$ cat src/rtl/engine_alu_ops_result_buffer_pkg.sv
// Shared types and constants for the ALU engine result buffer.
//   EnginePacketData            - kernel result packet (passed through unmodified)
//   EngineAluResultBufferStatus - occupancy/overflow/counter bundle for the CSR path
package engine_alu_ops_result_buffer_pkg;

  localparam int unsigned ENGINE_ALU_RESULT_BUFFER_DEPTH = 16;
  localparam int unsigned ENGINE_ALU_KERNEL_LATENCY      = 3;
  localparam int unsigned ENGINE_ALU_RESULT_BUFFER_CNT_W = 32;
  localparam int unsigned ENGINE_ALU_RESULT_BUFFER_OCC_W =
    $clog2(ENGINE_ALU_RESULT_BUFFER_DEPTH) + 1;

  typedef struct packed {
    logic [3:0][31:0] field;
  } EnginePacketData;

  typedef struct packed {
    logic [ENGINE_ALU_RESULT_BUFFER_OCC_W-1:0] occupancy;
    logic                                      overflow;
    logic [ENGINE_ALU_RESULT_BUFFER_CNT_W-1:0] accepted_count;
  } EngineAluResultBufferStatus;

endpackage

$ cat src/rtl/engine_alu_ops_result_fifo_core.sv
// Generic register FIFO with first-word fall-through read port.
//   clk_i, rst_ni   - clock, asynchronous active-low reset
//   clear_i         - synchronous flush, overrides push/pop
//   push_i, wdata_i - write strobe and data (caller guarantees not full unless popping)
//   pop_i           - read strobe (caller guarantees not empty)
//   rdata_o         - head entry, '0 while empty
//   occupancy_o     - entry count; empty_o / full_o derived from it
module engine_alu_ops_result_fifo_core #(
  parameter int unsigned DEPTH = 16,
  parameter int unsigned W     = 8
) (
  input  logic                       clk_i,
  input  logic                       rst_ni,
  input  logic                       clear_i,
  input  logic                       push_i,
  input  logic [W-1:0]               wdata_i,
  input  logic                       pop_i,
  output logic [W-1:0]               rdata_o,
  output logic [$clog2(DEPTH):0]     occupancy_o,
  output logic                       empty_o,
  output logic                       full_o
);

  localparam int unsigned AW = $clog2(DEPTH);

  logic [W-1:0]  mem_q [DEPTH];
  logic [AW-1:0] wr_ptr_q, wr_ptr_d;
  logic [AW-1:0] rd_ptr_q, rd_ptr_d;
  logic [AW:0]   count_q, count_d;

  always_comb begin
    wr_ptr_d = wr_ptr_q;
    rd_ptr_d = rd_ptr_q;
    count_d  = count_q;
    if (clear_i) begin
      wr_ptr_d = '0;
      rd_ptr_d = '0;
      count_d  = '0;
    end else begin
      // Pointers are exactly AW bits so they wrap at DEPTH without compare logic.
      if (push_i) wr_ptr_d = wr_ptr_q + AW'(1);
      if (pop_i)  rd_ptr_d = rd_ptr_q + AW'(1);
      count_d = count_q + (AW+1)'(push_i) - (AW+1)'(pop_i);
    end
  end

  always_ff @(posedge clk_i or negedge rst_ni) begin
    if (!rst_ni) begin
      wr_ptr_q <= '0;
      rd_ptr_q <= '0;
      count_q  <= '0;
    end else begin
      wr_ptr_q <= wr_ptr_d;
      rd_ptr_q <= rd_ptr_d;
      count_q  <= count_d;
    end
  end

  // Storage needs no reset; reads are masked while empty.
  always_ff @(posedge clk_i) begin
    if (push_i && !clear_i) mem_q[wr_ptr_q] <= wdata_i;
  end

  assign occupancy_o = count_q;
  assign empty_o     = (count_q == '0);
  assign full_o      = (count_q == (AW+1)'(DEPTH));
  assign rdata_o     = empty_o ? '0 : mem_q[rd_ptr_q];

endmodule

$ cat src/rtl/engine_alu_ops_result_buffer.sv
// Captures every flagged ALU-kernel result into a FIFO and presents it on a
// valid/ready interface. A registered early stall throttles the kernel so that
// packets already in its pipeline always find space.
//   ap_clk, ap_rst_n     - clock, asynchronous active-low reset
//   clear                - synchronous flush (priority over push/pop)
//   in_valid, in_data    - kernel result flag and packet (no backpressure)
//   out_valid, out_data  - head entry, first-word fall-through
//   out_ready            - consumer takes the head this cycle
//   upstream_stall       - registered; occupancy has reached DEPTH-STALL_SLACK
//   occupancy            - entry count
//   overflow             - sticky; a packet arrived while full and not popping
//   accepted_count       - packets written since reset/clear, wrapping
module engine_alu_ops_result_buffer
  import engine_alu_ops_result_buffer_pkg::*;
#(
  parameter int unsigned DEPTH       = ENGINE_ALU_RESULT_BUFFER_DEPTH,
  parameter int unsigned STALL_SLACK = ENGINE_ALU_KERNEL_LATENCY + 1,
  parameter int unsigned CNT_W       = ENGINE_ALU_RESULT_BUFFER_CNT_W
) (
  input  logic                   ap_clk,
  input  logic                   ap_rst_n,
  input  logic                   clear,
  input  logic                   in_valid,
  input  EnginePacketData        in_data,
  output logic                   out_valid,
  output EnginePacketData        out_data,
  input  logic                   out_ready,
  output logic                   upstream_stall,
  output logic [$clog2(DEPTH):0] occupancy,
  output logic                   overflow,
  output logic [CNT_W-1:0]       accepted_count
);

  localparam int unsigned AW = $clog2(DEPTH);

  if (DEPTH < 8 || (DEPTH & (DEPTH - 1)) != 0) begin : g_bad_depth
    $error("DEPTH must be a power of two and at least 8");
  end
  if (STALL_SLACK >= DEPTH) begin : g_bad_slack
    $error("STALL_SLACK must be smaller than DEPTH");
  end

  logic            fifo_empty, fifo_full;
  logic            push, pop;
  logic [AW:0]     occ_q;
  logic [AW:0]     occ_next;
  logic            stall_q, stall_d;
  logic            overflow_q, overflow_d;
  logic [CNT_W-1:0] cnt_q, cnt_d;

  // clear masks both handshakes so nothing is stored or counted that cycle.
  assign pop  = !fifo_empty && out_ready && !clear;
  assign push = in_valid && (!fifo_full || pop) && !clear;

  engine_alu_ops_result_fifo_core #(
    .DEPTH (DEPTH),
    .W     ($bits(EnginePacketData))
  ) u_fifo (
    .clk_i       (ap_clk),
    .rst_ni      (ap_rst_n),
    .clear_i     (clear),
    .push_i      (push),
    .wdata_i     (in_data),
    .pop_i       (pop),
    .rdata_o     (out_data),
    .occupancy_o (occ_q),
    .empty_o     (fifo_empty),
    .full_o      (fifo_full)
  );

  assign occ_next = occ_q + (AW+1)'(push) - (AW+1)'(pop);

  always_comb begin
    stall_d    = stall_q;
    overflow_d = overflow_q;
    cnt_d      = cnt_q;
    if (clear) begin
      stall_d    = 1'b0;
      overflow_d = 1'b0;
      cnt_d      = '0;
    end else begin
      stall_d = (occ_next >= (AW+1)'(DEPTH - STALL_SLACK));
      if (in_valid && !push) overflow_d = 1'b1;
      if (push)              cnt_d      = cnt_q + CNT_W'(1);
    end
  end

  always_ff @(posedge ap_clk or negedge ap_rst_n) begin
    if (!ap_rst_n) begin
      stall_q    <= 1'b0;
      overflow_q <= 1'b0;
      cnt_q      <= '0;
    end else begin
      stall_q    <= stall_d;
      overflow_q <= overflow_d;
      cnt_q      <= cnt_d;
    end
  end

  assign out_valid      = !fifo_empty;
  assign occupancy      = occ_q;
  assign upstream_stall = stall_q;
  assign overflow       = overflow_q;
  assign accepted_count = cnt_q;

endmodule

$ cat config.mk
export PLATFORM = sky130hd
export DESIGN_NAME = engine_alu_ops_result_buffer
export DESIGN_NICKNAME = d
export VERILOG_FILES = /design/src/rtl/engine_alu_ops_result_buffer_pkg.sv /design/src/rtl/engine_alu_ops_result_fifo_core.sv /design/src/rtl/engine_alu_ops_result_buffer.sv
export SDC_FILE = /design/constraint.sdc
export NUM_CORES = 2
export LEC_CHECK = 0
export BUFFER_PORTS_ARGS = -buffer_cell sky130_fd_sc_hd__buf_2
export CORE_MARGIN = 5
export CORE_UTILIZATION = 25
export DETAILED_ROUTE_END_ITERATION = 10
export GPL_TIMING_DRIVEN = 0
export PLACE_DENSITY_LB_ADDON = 0.15
export SETUP_SLACK_MARGIN = 0.3
export SLEW_MARGIN = 20
export SYNTH_ARGS = -nofsm -noshare
export SYNTH_HDL_FRONTEND = slang
export SYNTH_SLANG_ARGS = --single-unit
$ cat constraint.sdc
create_clock -name ap_clk -period 17.05 [get_ports ap_clk]
set_clock_uncertainty 0.2 [all_clocks]
set_input_delay 4.2625 -clock ap_clk [delete_from_list [all_inputs] [get_ports ap_clk]]
set_output_delay 4.2625 -clock ap_clk [all_outputs]
set_load 0.02 [all_outputs]
==> flow_summary_export.csv <==
group,metric,value,unit
timing,setup_viol,0,
detailed_routing,finalWirelength,245000,um
layout,layout.area.seq,62700,um2
placement,gp_routability_congestion,0.695,
detailed_routing,vias,38500,
setup_path,rr_endpoint,"u_fifo.mem_q[7][39]",
setup_path,regToRegStartpoint,"u_fifo.occupancy_o[2]",
setup_path,reg2reg_setup_slack,12730,ps
worst_hold_path,worstHoldEndpoint,"overflow",
synth,count_of_state_elements_after_synthesis,2095,
timing,final_period_minus_worst_setup_slack,9080,ps
synth,yosys.area.top_type_share,0.769,
floorplan,die-area,331000,um2
timing,max-slew-margin-rel,0.222,
clock_network,clock-sinks,2095,
synth,synth.area.top_cells,"edfxtp_1 77%, mux4_2 14%, mux2i_1 3.2%, dfrtp_1 1.5%, o22ai_1 1.0%",
grt,grt_pass1_wl,338000,um
clock_network,cts.repair_timing.setup_buffer_count,0,
layout,fillers,30800,
clock_network,clockRootBuffer,"clkbuf_16",
worst_hold_path,start_point_of_the_worst_hold_path,"overflow",
timing,final-hold-violation-count,0,
floorplan,ios,301,
synth,synth_edf_count,2048,
synth,synth_flop_cell,"edfxtp_1",
synth,synthArstFlopShare,0.0224,
layout,utilization_after_layout,0.302,
synth,post_synth_instance_area,80000,um2
floorplan,floorplan.initialDensity,0.251,
grt,antenna_found_initial,82,
timing,post-route-period-util,0.532,
placement,place.detailed.hpwl,157000,um
clock_network,cts.clk_slew.worst_paths,70,ps
power,leakage,0.0294,uW
floorplan,core-area,318000,um2
clock_network,tritoncts_buffer_count,237,
clock_network,holdBufCountCts,0,
placement,dp_cells,8049,
layout,layout-drive-gt1-share,0.326,
synth,yosysWarningCount,0,
grt,track_usage,0.144,
clock_network,cts_repair_resize_count,0,
detailed_routing,viasPerCell,4.55,
detailed_routing,drc_errors,0,
floorplan,die_height,576,um
synth,avgSynthCellArea,23.4,um2
clock_network,clock_tree_from_tritoncts,"built",
layout,post_layout_nonfiller_instances,8470,
worst_hold_path,hold_class,"flop to flop",
grt,overflow,0,
run,cap_violations,0,
setup_path,worst-setup-path-type,"flop to output port",
floorplan,width_of_the_chip,576,um
synth,synthesis.nets,3569,
clock_network,worstSkewPairLatency,910,ps
power,powerDensity,142,nW/um2
detailed_routing,detailedRoute.firstIterationViolations,2957,
timing,tightestPinTransition,1170,ps
setup_path,number_of_cells_on_the_worst_reg_to_reg_path,13,
synth,syn_inst,3423,
grt,vias_in_the_first_global_route,40500,
floorplan,std_cell_rows,207,
grt,pin_count_of_the_biggest_net_entering_global_routing,48,
layout,areaGrowthSynthToFinish,20.2,%
power,power.ir.vdd_worst,86.5,uV
timing,achievable-frequency,0.110,GHz
setup_path,worst-path-max-fanout,10,
setup_path,critPathRequiredTime,12590,ps
layout,multi_input_area,16500,um2
synth,synth_top_cells_by_count,"2048 x edfxtp_1, 512 x mux4_2, 258 x mux2i_1",
synth,yosys.cell_types.count,43,
detailed_routing,wl_per_cell,28.9,um
setup_path,critPathLaunchType,"flop",
setup_path,timing.critical_path.to_type,"output port",
clock_network,clk_path_buf_depth,4,
timing,timing.final.max_slew_violations,0,
timing,setup_total_negative_slack,0,ps
clock_network,cts-htree-levels,4,
worst_hold_path,hold_depth,2,
timing,unrepaired_setup_endpoints_after_global_routing,"false",
detailed_routing,antenna_left,0,
detailed_routing,first_pass_iters,5,
placement,place.port_buffers,299,
synth,yosysSeqAreaShare,0.784,
layout,final_net_count,4254,
synth,post-synth-top-count-cell,"edfxtp_1",
outcome,run_status,"complete, no violations",
synth,synthDominantAreaCellType,"edfxtp_1",
setup_path,arrival_time_of_the_worst_setup_path,4610,ps
-- layout by cell type (no fill, tap or decap), drive strengths merged, types with 11 or more instances in the layout --
master,netlist,routed
a21oi,25,25
and2,13,13
buf,116,560
clkbuf,74,368
clkinv,0,97
dfrtp,47,47
diode,0,12
edfxtp,2048,2048
ha,12,12
inv,15,21
mux2i,258,258
mux4,512,512
nand2,13,13
nand3,13,13
nand4,11,11
nor2,24,24
nor2b,11,11
o21ai,11,11
o22ai,128,128
o31ai,11,11
or3,12,12
or4,11,11
-- critical path, stage by stage (launching register included) --
cell      delay [ps]
dfrtp_1          360
buf_2            450
buf_2            680
clkbuf_1         850
mux4_2           390
mux2i_1           90
o22ai_1          590
buf_2            300
-- flip-flops by register name, indices dropped and copies added (netlist names) --
| signal | flops |
|---|---|
| u_fifo.mem_q | 2048 |
| accepted_count | 32 |
| u_fifo.occupancy_o | 5 |
| u_fifo.rd_ptr_q | 4 |
| u_fifo.wr_ptr_q | 4 |
| overflow | 1 |
| upstream_stall | 1 |
-- worst max path at each step --
| stage | from | slack [ps] | to | depth (start not counted) |
|---|---|---|---|---|
| after floorplan | clear | 1400 | u_fifo.mem_q[11][0] | 6 |
| after global placement | out_ready | -16340 | u_fifo.mem_q[11][35] | 6 |
| after detailed placement | u_fifo.rd_ptr_q[1] | 8720 | out_data[126] | 7 |
| after CTS | u_fifo.rd_ptr_q[1] | 7760 | out_data[126] | 7 |
| after global routing | u_fifo.rd_ptr_q[1] | 7830 | out_data[62] | 7 |
| final | u_fifo.rd_ptr_q[1] | 7970 | out_data[124] | 7 |
-- metal layers --
metal | GRT usage | wire length, um | up-vias
li1 | - | - | 16100
met1 | 0.193 | 106000 | 21100
met2 | 0.246 | 121000 | 986
met3 | 0.0287 | 12800 | 374
met4 | 0.0271 | 4980 | 30
met5 | 0 | 178 | -
-- logic make-up after synthesis --
| family | synth area share |
|---|---|
| DFF | 0.784 |
| and+or+nand+nor | 0.00989 |
| muxes | 0.178 |
| buffers and inverters | 0.0114 |
| xor gates and xnor gates | 0.00109 |
| AOI/OAI and AO/OA | 0.0142 |
| adders and majority gates | 0.00213 |
-- power breakdown --
group	total, uW	switching (uW)	internal (uW)
sequential	5760	24.3	5740
combinational	3230	1980	1250
clock	4700	2030	2670
total	13700	4040	9660
-- stage by stage --
stage                     setup WS (ps)  hold slack [ps]  area [um2]  total power (uW)
after CTS                          7760              327       96100             14000
after floorplan                    1400              317       80000              7830
after global routing               7830              397       96100             14300
after global placement           -16340              320       86700              9240
final                              7970              329       96100             13700
after detailed placement           8720              312       89100              9240
-- area by class of cell --
type / instances / area share
diodes: 12 / 0.000312
plain buffers: 190 / 0.00921
flip-flops and latches: 2095 / 0.652
inverters: 15 / 0.000586
clock inverters: 117 / 0.00876
well taps: 4180 / 0.0544
clock buffers: 292 / 0.0641
repair buffers: 446 / 0.0396
multi-input cells: 1123 / 0.171
(Power assumes the default switching activity.)
